**src/rtl/sha1_ctrl_pkg.sv**
```systemverilog
// Shared types and constants for the SHA-1 block sequencer and its round counter.
package sha1_ctrl_pkg;

  typedef enum logic [2:0] {
    ST_IDLE     = 3'b000,
    ST_INIT     = 3'b001,
    ST_COMPUTE  = 3'b010,
    ST_UPDATE   = 3'b011,
    ST_WAIT_BLK = 3'b100,
    ST_DONE     = 3'b101
  } state_e;

  localparam int unsigned ROUNDS_DEFAULT  = 80;
  localparam int unsigned W_DIRECT_ROUNDS = 16;

  localparam logic [1:0] F_CH      = 2'd0;
  localparam logic [1:0] F_PARITY  = 2'd1;
  localparam logic [1:0] F_MAJ     = 2'd2;
  localparam logic [1:0] F_PARITY2 = 2'd3;

  function automatic int unsigned stage_len(input int unsigned rounds);
    return rounds / 4;
  endfunction

  localparam int unsigned STAGE_LEN = stage_len(ROUNDS_DEFAULT);

endpackage

```
**src/rtl/sha1_block_sequencer_if.sv**
```systemverilog
// Host/datapath control bundle of the SHA-1 block sequencer.
interface sha1_block_sequencer_if #(
  parameter int unsigned ROUNDS = 80,
  parameter int unsigned UNROLL = 1,
  parameter int unsigned CNT_W  = $clog2(ROUNDS)
);
  logic              start_hash;
  logic              block_valid;
  logic              last_block;
  logic              abort;
  logic [2:0]        state;
  logic [CNT_W-1:0]  round;
  logic [1:0]        f_sel;
  logic [UNROLL-1:0] w_load_mask;
  logic              round_en;
  logic              init_h;
  logic              block_ack;
  logic              add_h;
  logic              busy;
  logic              done;

  modport master (
    output start_hash, block_valid, last_block, abort,
    input  state, round, f_sel, w_load_mask, round_en,
           init_h, block_ack, add_h, busy, done
  );

  modport slave (
    input  start_hash, block_valid, last_block, abort,
    output state, round, f_sel, w_load_mask, round_en,
           init_h, block_ack, add_h, busy, done
  );
endinterface

```
**src/rtl/sha1_round_counter.sv**
```systemverilog
// Round group counter with combinational round-function select and W-source mask.
module sha1_round_counter
  import sha1_ctrl_pkg::*;
#(
  parameter int unsigned ROUNDS = ROUNDS_DEFAULT,
  parameter int unsigned UNROLL = 1,
  parameter int unsigned CNT_W  = $clog2(ROUNDS)
) (
  input  logic              clk,
  input  logic              nreset,
  input  logic              clear,
  input  logic              advance,
  output logic [CNT_W-1:0]  round,
  output logic              last_group,
  output logic [1:0]        f_sel,
  output logic [UNROLL-1:0] w_load_mask
);

  localparam int unsigned STAGE = stage_len(ROUNDS);

  logic [CNT_W-1:0] r_round;
  logic             w_last_group;

  assign w_last_group = (r_round == CNT_W'(ROUNDS - UNROLL));

  always_ff @(posedge clk or negedge nreset) begin
    if (!nreset) begin
      r_round <= '0;
    end else if (clear || (advance && w_last_group)) begin
      r_round <= '0;
    end else if (advance) begin
      r_round <= r_round + CNT_W'(UNROLL);
    end
  end

  always_comb begin
    f_sel = F_CH;
    if (r_round >= CNT_W'(3 * STAGE)) begin
      f_sel = F_PARITY2;
    end else if (r_round >= CNT_W'(2 * STAGE)) begin
      f_sel = F_MAJ;
    end else if (r_round >= CNT_W'(STAGE)) begin
      f_sel = F_PARITY;
    end
  end

  for (genvar g = 0; g < UNROLL; g++) begin : g_mask
    assign w_load_mask[g] = ((32'(r_round) + 32'(g)) < W_DIRECT_ROUNDS);
  end

  assign round      = r_round;
  assign last_group = w_last_group;

endmodule

```
**src/rtl/sha1_block_sequencer.sv**
```systemverilog
// SHA-1 multi-block control FSM: init, round sequencing, H update, chaining, abort.
module sha1_block_sequencer
  import sha1_ctrl_pkg::*;
#(
  parameter int unsigned ROUNDS = ROUNDS_DEFAULT,
  parameter int unsigned UNROLL = 1,
  parameter int unsigned CNT_W  = $clog2(ROUNDS)
) (
  input logic                   clk,
  input logic                   nreset,
  sha1_block_sequencer_if.slave bus
);

  state_e            r_state;
  state_e            w_next;
  logic              r_start_armed;
  logic              r_last;
  logic              w_start_rise;
  logic              w_last_group;
  logic              w_clear;
  logic              w_advance;
  logic [CNT_W-1:0]  w_round;
  logic [1:0]        w_f_sel;
  logic [UNROLL-1:0] w_mask;
  logic              w_round_en;
  logic              w_init_h;
  logic              w_block_ack;
  logic              w_add_h;
  logic              w_done;
  logic              w_busy;

  // Armed means start was seen low; reset disarms so a level held through reset never starts.
  assign w_start_rise = bus.start_hash && r_start_armed;
  assign w_clear      = bus.abort || (r_state != ST_COMPUTE);
  assign w_advance    = (r_state == ST_COMPUTE);

  sha1_round_counter #(
    .ROUNDS (ROUNDS),
    .UNROLL (UNROLL),
    .CNT_W  (CNT_W)
  ) u_round_counter (
    .clk         (clk),
    .nreset      (nreset),
    .clear       (w_clear),
    .advance     (w_advance),
    .round       (w_round),
    .last_group  (w_last_group),
    .f_sel       (w_f_sel),
    .w_load_mask (w_mask)
  );

  always_ff @(posedge clk or negedge nreset) begin
    if (!nreset) begin
      r_state       <= ST_IDLE;
      r_start_armed <= 1'b0;
      r_last        <= 1'b0;
    end else begin
      r_state       <= w_next;
      r_start_armed <= ~bus.start_hash;
      if (w_block_ack) begin
        r_last <= bus.last_block;
      end
    end
  end

  always_comb begin
    w_next = r_state;
    case (r_state)
      ST_IDLE:     if (w_start_rise) w_next = ST_INIT;
      ST_INIT:     w_next = ST_COMPUTE;
      ST_COMPUTE:  if (w_last_group) w_next = ST_UPDATE;
      ST_UPDATE:   w_next = r_last ? ST_DONE : ST_WAIT_BLK;
      ST_WAIT_BLK: if (bus.block_valid) w_next = ST_COMPUTE;
      ST_DONE:     w_next = ST_IDLE;
      default:     w_next = ST_IDLE;
    endcase
    if (bus.abort) begin
      w_next = ST_IDLE;
    end
  end

  always_comb begin
    w_round_en  = 1'b0;
    w_init_h    = 1'b0;
    w_block_ack = 1'b0;
    w_add_h     = 1'b0;
    w_done      = 1'b0;
    w_busy      = (r_state != ST_IDLE);
    case (r_state)
      ST_INIT: begin
        w_init_h    = 1'b1;
        w_block_ack = 1'b1;
      end
      ST_COMPUTE:  w_round_en  = 1'b1;
      ST_UPDATE:   w_add_h     = 1'b1;
      ST_WAIT_BLK: w_block_ack = bus.block_valid;
      ST_DONE:     w_done      = 1'b1;
      default:     ;
    endcase
    if (bus.abort) begin
      w_init_h    = 1'b0;
      w_block_ack = 1'b0;
      w_add_h     = 1'b0;
      w_done      = 1'b0;
    end
  end

  assign bus.state       = r_state;
  assign bus.round       = w_round;
  assign bus.f_sel       = w_f_sel;
  assign bus.w_load_mask = w_mask;
  assign bus.round_en    = w_round_en;
  assign bus.init_h      = w_init_h;
  assign bus.block_ack   = w_block_ack;
  assign bus.add_h       = w_add_h;
  assign bus.busy        = w_busy;
  assign bus.done        = w_done;

endmodule

```
**src/flat_wrapper.sv**
```systemverilog
// flat-port wrapper written by rule: the top's interface ports become plain ports
module sha1_block_sequencer_flat import sha1_ctrl_pkg::*;
#(
  parameter int unsigned ROUNDS = ROUNDS_DEFAULT,
  parameter int unsigned UNROLL = 1,
  parameter int unsigned CNT_W  = $clog2(ROUNDS)
)
  (clk, nreset, bus_start_hash, bus_block_valid, bus_last_block, bus_abort, bus_state, bus_round, bus_f_sel, bus_w_load_mask, bus_round_en, bus_init_h, bus_block_ack, bus_add_h, bus_busy, bus_done);
  sha1_block_sequencer_if #(.ROUNDS(ROUNDS), .UNROLL(UNROLL), .CNT_W(CNT_W)) bus_i ();
  input logic clk;
  input logic nreset;
  input wire logic [$bits(bus_i.start_hash)-1:0] bus_start_hash;
  input wire logic [$bits(bus_i.block_valid)-1:0] bus_block_valid;
  input wire logic [$bits(bus_i.last_block)-1:0] bus_last_block;
  input wire logic [$bits(bus_i.abort)-1:0] bus_abort;
  output wire logic [$bits(bus_i.state)-1:0] bus_state;
  output wire logic [$bits(bus_i.round)-1:0] bus_round;
  output wire logic [$bits(bus_i.f_sel)-1:0] bus_f_sel;
  output wire logic [$bits(bus_i.w_load_mask)-1:0] bus_w_load_mask;
  output wire logic [$bits(bus_i.round_en)-1:0] bus_round_en;
  output wire logic [$bits(bus_i.init_h)-1:0] bus_init_h;
  output wire logic [$bits(bus_i.block_ack)-1:0] bus_block_ack;
  output wire logic [$bits(bus_i.add_h)-1:0] bus_add_h;
  output wire logic [$bits(bus_i.busy)-1:0] bus_busy;
  output wire logic [$bits(bus_i.done)-1:0] bus_done;
  assign bus_i.start_hash = bus_start_hash;
  assign bus_i.block_valid = bus_block_valid;
  assign bus_i.last_block = bus_last_block;
  assign bus_i.abort = bus_abort;
  assign bus_state = bus_i.state;
  assign bus_round = bus_i.round;
  assign bus_f_sel = bus_i.f_sel;
  assign bus_w_load_mask = bus_i.w_load_mask;
  assign bus_round_en = bus_i.round_en;
  assign bus_init_h = bus_i.init_h;
  assign bus_block_ack = bus_i.block_ack;
  assign bus_add_h = bus_i.add_h;
  assign bus_busy = bus_i.busy;
  assign bus_done = bus_i.done;
  sha1_block_sequencer #(.ROUNDS(ROUNDS), .UNROLL(UNROLL), .CNT_W(CNT_W)) u_core (.clk(clk), .nreset(nreset), .bus(bus_i));
endmodule
```
**config.mk**
```make
export PLATFORM = sky130hd
export DESIGN_NAME = sha1_block_sequencer_flat
export DESIGN_NICKNAME = d
export VERILOG_FILES = /design/src/rtl/sha1_ctrl_pkg.sv /design/src/rtl/sha1_block_sequencer_if.sv /design/src/rtl/sha1_round_counter.sv /design/src/rtl/sha1_block_sequencer.sv /design/src/flat_wrapper.sv
export SDC_FILE = /design/constraint.sdc
export NUM_CORES = 1
export LEC_CHECK = 0
export CAP_MARGIN = 5
export CORE_UTILIZATION = 45
export DETAILED_ROUTE_END_ITERATION = 10
export PLACE_DENSITY = 0.77
export SLEW_MARGIN = 0
export SYNTH_ARGS = -nofsm -noshare
export SYNTH_HDL_FRONTEND = slang
export SYNTH_HIERARCHICAL = 1
export SYNTH_SLANG_ARGS = --single-unit
```
**constraint.sdc**
```tcl
create_clock -name clk -period 2.45 [get_ports clk]
set_clock_uncertainty 0.05 [all_clocks]
set_input_delay 0.49 -clock clk [delete_from_list [all_inputs] [get_ports clk]]
set_output_delay 0.49 -clock clk [all_outputs]
set_load 0.01 [all_outputs]
```
# Yosys cells after proc, flatten, opt, wreduce, memory -nomap -nowiden
# Cells that the tools add are included.
# word_totals
input_bits	6
output_inout_bits	19
elab_cells	48
register_bits	12
# classes
reduce_logical	8
add_sub_neg	1
eq_ne	10
mux	20
order_cmp	4
bitwise	1
# op_table
op	count
3-bit case mux with 5 select lines	1
7-bit by 6-bit >= comparator with 1-bit output (second input constant)	2
7-bit 2-to-1 mux	2
3-bit 2-to-1 mux	4
1-bit 2-to-1 mux	10
3-bit by 2-bit != test with 1-bit output (second input constant)	3
7-bit by 1-bit adder with 7-bit output (second input constant)	1
7-bit == test (second input constant)	1
7-bit by 5-bit >= comparator with 1-bit output (second input constant)	1
7-bit by 5-bit < comparator with 1-bit output (second input constant)	1
3-bit by 2-bit == test with 1-bit output (second input constant)	2
3-bit == test (second input constant)	2
2-bit 2-to-1 mux	2
3-bit by 1-bit == test with 1-bit output (second input constant)	1
3-bit logical NOT	1
3-bit != test (second input constant)	1
3-bit AND reduction	1
3-bit nonzero test	1
1-bit logical AND	2
1-bit logical OR	2
1-bit case mux with 2 select lines	1
2-bit nonzero test	1
1-bit NOT	1

# Longest topological paths before layout
# Gate-level depths: netlist of the first run.
# logic_depth
depth_word	4
depth_mapped	7

# Cells and area by module
# The synthesis of the first run kept the hierarchy.
# by_module_without_submodules
mod	area_each_um2	cells_each	instances
sha1_round_counter	474.2	54	1
sha1_block_sequencer	355.3	39	1

# Worst setup path after synthesis of the first run
# No wires, ideal clock.
# synth_path
path_kind	reg-to-reg
startpoint	register u_core.r_state[1] (netlist: u_core/bus.state[1])
endpoint	register u_core.u_round_counter.r_round[6] (netlist: u_core/u_round_counter/round[6])
arrival_time_ns	1.759
setup_slack_ns	0.563
setup_time_ns	0.078
synth_period_minus_slack_ns	1.887
required_time_ns	2.322
stages_incl_launch_ff	6
path_cell_list	dfrtp_1 -> clkbuf_1 -> and2_1 -> nand4_2 -> or4_1 -> a21oi_1
# synth_between
elab_chain_len	4
elab_cells_between_ends	7
classes_between	2 x eq/ne; 1 x mux; 4 x reduce/logical
# synth_lines
item	line	rtl
start: declaration	sha1_block_sequencer.sv:14	state_e r_state;
start signal: assignment	sha1_block_sequencer.sv:58	r_state <= w_next;
3-bit by 2-bit != test with 1-bit output or 3-bit by 2-bit == test with 1-bit output (tied branches)	sha1_block_sequencer.sv:34, sha1_block_sequencer.sv:35	
1-bit logical OR or 1-bit logical AND (tied branches)	sha1_block_sequencer.sv:34, sha1_round_counter.sv:29	
1-bit logical OR	sha1_round_counter.sv:29	end else if (clear || (advance && w_last_group)) begin
7-bit 2-to-1 mux or 2-bit nonzero test (tied branches)	-	
end signal: assignment	sha1_round_counter.sv:32	r_round <= r_round + CNT_W'(UNROLL);
end: declaration	sha1_round_counter.sv:21	logic [CNT_W-1:0] r_round;
# Several ways; a longest one is shown, not always the timed one.
# A chain may end at the register's enable or synchronous reset.

# Worst setup path in the final report of the first run
# layout_path
startpoint	input port bus_abort
endpoint	output port bus_done
# layout_between
elab_chain_len	1
# layout_lines
item	line	rtl
start: declaration	flat_wrapper.sv:15	input wire logic [$bits(bus_i.abort)-1:0] bus_abort;
1-bit 2-to-1 mux	sha1_block_sequencer.sv:100	if (bus.abort) begin
end: declaration	flat_wrapper.sv:25	output wire logic [$bits(bus_i.done)-1:0] bus_done;
# No other way between the ends.

==> summary.md, run 1 <==
| Metric | Value |
|---|---|
| Worst Path Required | 1910 ps |
| Ant. Diodes | 0 |
| Placement Setup Slack | 49.9 ps |
| Post-DP Area | roughly 0.0011 sq mm |
| Status | complete, no violations |
| DIE AREA | 0.00202 sq mm |
| Synth Flop Type | dfrtp_1 |
| Sw Ratio | about 28% |
| Worst Tran Pin Value | 535 ps |
| R2R Setup Slk | about 560 ps |
| Via count | 769 |
| CTS tree | yes |
| Port Buf Inserts | 24 |
| Internal | 0.359 mW |
| Final worst slack | 128 ps |
| CTS sink count | 12 |
| GP Congestion | 0.756 |
| # rows | 15 |
| Design area | 0.00115 sq mm |
| Die Span X | 44.9 microns |
| Vias per inst | between 5 and 6 |
| Slew Limit Headroom | 64.2% |
| Clock buffer depth | 2 |
| Crit Path Class | input port to primary output |
| Clk slew on worst S/H paths | approximately 80 ps |
| Routed WL | 1900 microns |
| DP Cell Count | 139 |
| Pwr Total | about 0.50 mW |
| Antenna viol nets, final | 0 |
| Tmin final | ~2300 ps |
| Seq pwr share | 44.6% |
| Initial Util | 48.0% |
| Initial antenna violation count | 0 |
| Clock root buffer | clkbuf_4 |
| Syn-to-layout area delta | 38.8% |
| Critical path, cell by cell | clkdlybuf4s50_1, nor2_1, and3_1, clkdlybuf4s50_1 |
| Fmax achieved | 431 MHz |
| DRC violations left | 0 |
| FF+latch count, synth | 12 |
| Critical path peak fanout | 4 |
| Largest net degree at the start of global routing | 13 |
| Most used cell along the critical path | clkdlybuf4s50_1 |
| Fin. max-slew vios | 0 |
| Total CTS buffers | 3 |
| Fin. Hold Viols | 0 |
| Hold buffers post-CTS | 0 |
| Final period utilization | 94.8% |
| Vias in the first global route | 663 |
| I/O Pins | 25 |
| Mapped Cells | 93 |
| Worst Hold Class | input port to async pin |
| Clock power share | 33.0% |
| Crit path capture type | primary output |
| Clock latency on the worst-skew pair | 280 ps |
| Net Count, Synth | approximately 100 |
| RSZ-0062 raised after global routing | no |
| H-tree lvl count | 1 |
| Initial DRC Count | 14 |
| Worst EP arrival | 1780 ps |
| Psw | 0.139 mW |
| Comb power frac | 22.4% |
| Synth warnings | 6 |
| Finished Layout Cells | 144 |
| Worst IR drop on VDD | 0.000220 V |
| Mapped Avg Cell Area | between 8 and 9 sq um |
| Max incr delay on CP | 530 ps |
| CP max-delay cell | clkdlybuf4s50_1 |
| Leakage | 0.498 nW |
| Fraction of layout instances using a drive strength above 1 | 17.6% |
| Finish-stage setup viols | 0 |
| Critical Path Start Type | input port |
| Max-cap viol count | 0 |
| All-Layer GR Usage | 20.1% |
| WL/cell | 13.2 microns |
| Syn Std Cell Area | roughly 830 sq um |
| Final TNS setup | 0 ps |
| TritonRoute pass-1 iters | 4 |
| Ys async rst share | 100% |
| Sequential-to-total area share from yosys stat | between 30% and 40% |
| Count of different cell masters after synthesis | 41 |
| First-pass GRT wire length | between 2000 and 3000 microns |
| Power Density | 433 mW/mm^2 |
| Grt ovf | 0 |
| Layout Nets | between 100 and 150 |
| Number of synthesized flops with an enable pin | 0 |
| Dpl hpwl | approximately 1400 microns |
| Die Ht | 44.9 microns |
| Core Region | 0.00173 sq mm |
-- worst max-delay path: cells and delay by family --
kind	cells	cell delay, ps
buf+inv	2	1000
simple gates	2	300
-- power by group through the flow --
stage,Clock [mW],Sequential (mW),Combinational [mW]
after floorplan,0,0.221,0.0625
after global placement,0,0.224,0.110
after detailed placement,0,0.225,0.111
after CTS,0.168,0.222,0.112
after global routing,0.177,0.225,0.122
final,0.165,0.222,0.112
-- state kept, by name, indices dropped and copies added, names as in the netlist --
signal / count
u_core/r_last: 1
u_core/u_round_counter/round: 7
u_core/bus.state: 3
u_core/r_start_armed: 1
-- stage by stage --
stage,utilization [%],hold slack (ps)
after floorplan,-,144
after global placement,63.6,468
after detailed placement,63.6,477
after CTS,65.8,502
after global routing,66.7,538
final,66.7,500
-- cell usage after synthesis (2+ instances only) --
library cell	number	area, sq um
dfrtp_1	12	300
nand2_1	7	26.3
a21oi_1	6	30.0
nor2_1	6	22.5
buf_2	5	25.0
inv_1	5	18.8
nand3b_1	4	30.0
clkbuf_1	3	11.3
o21ai_0	3	15.0
or3_1	3	18.8
ha_1	2	25.0
nand2b_1	2	12.5
nand4_1	2	12.5
nor2b_1	2	12.5
nor3_1	2	10.0
nor3b_1	2	15.0
o211ai_1	2	15.0
o31ai_1	2	15.0
-- logic make-up after synthesis --
logic type,share of synthesized area [%]
flops,36.2
compound gates,17.0
simple gates,31.8
xor+xnor,2.11
buf+inv,8.45
fa+ha+maj,4.37
-- placed cells by master (no fill, tap or decap), drive strengths merged, types with 2 or more instances in the layout --
cell type      instances
clkdlybuf4s50         22
dfrtp                 12
buf                    7
nand2                  7
nor2                   6
a21oi                  6
inv                    6
nand3b                 5
clkbuf                 4
or3                    3
o21ai                  3
nor3                   3
nand4                  3
dlymetal6s2s           2
nand2b                 2
nor3b                  2
nor2b                  2
o31ai                  2
o211ai                 2
ha                     2
-- layer usage --
metal  track usage, %  routed length [microns]  up-vias
li1                 -                        -      382
met2             31.3                      866       19
met1             27.9                      936      366
met4             7.27                       21        0
met5                0                        0        -
met3             3.60                       77        2
-- area by class of cell --
class                      count  area, sq um
clock buffer                   4         36.3
sequential                    12          304
multi-input combinational     66          459
timing repair buffer          31          298
inverter                       6         22.5
fill                         147          576
tap                           25         31.3
-- path summary, 6_finish.rpt --
path,from,endpoint,cells past startpoint
min,nreset,u_core/r_start_armed,1
min reg2reg,u_core/r_last,u_core/r_last,1
max,bus_abort,bus_done,4
min in group clk,u_core/r_last,u_core/r_last,1
max in group asynchronous,nreset,u_core/u_round_counter/round[2],1
max reg2reg,u_core/bus.state[2],u_core/u_round_counter/round[6],6
-- repair_timing --
action                                  CTS  global route
hold endpoints to repair                  0             0
gates resized for setup                   1             4
endpoints found under the setup margin    1             3
pin swaps                                 0             0
buffers inserted                          0             1
Power figures use the tool's default switching activity.
==> run 2, diff against run 1 <==
Settings changed: CORE_MARGIN set to 1.
==> results of run 2 <==
No change in the layout: final DEF, timing and power equal those of run 1.
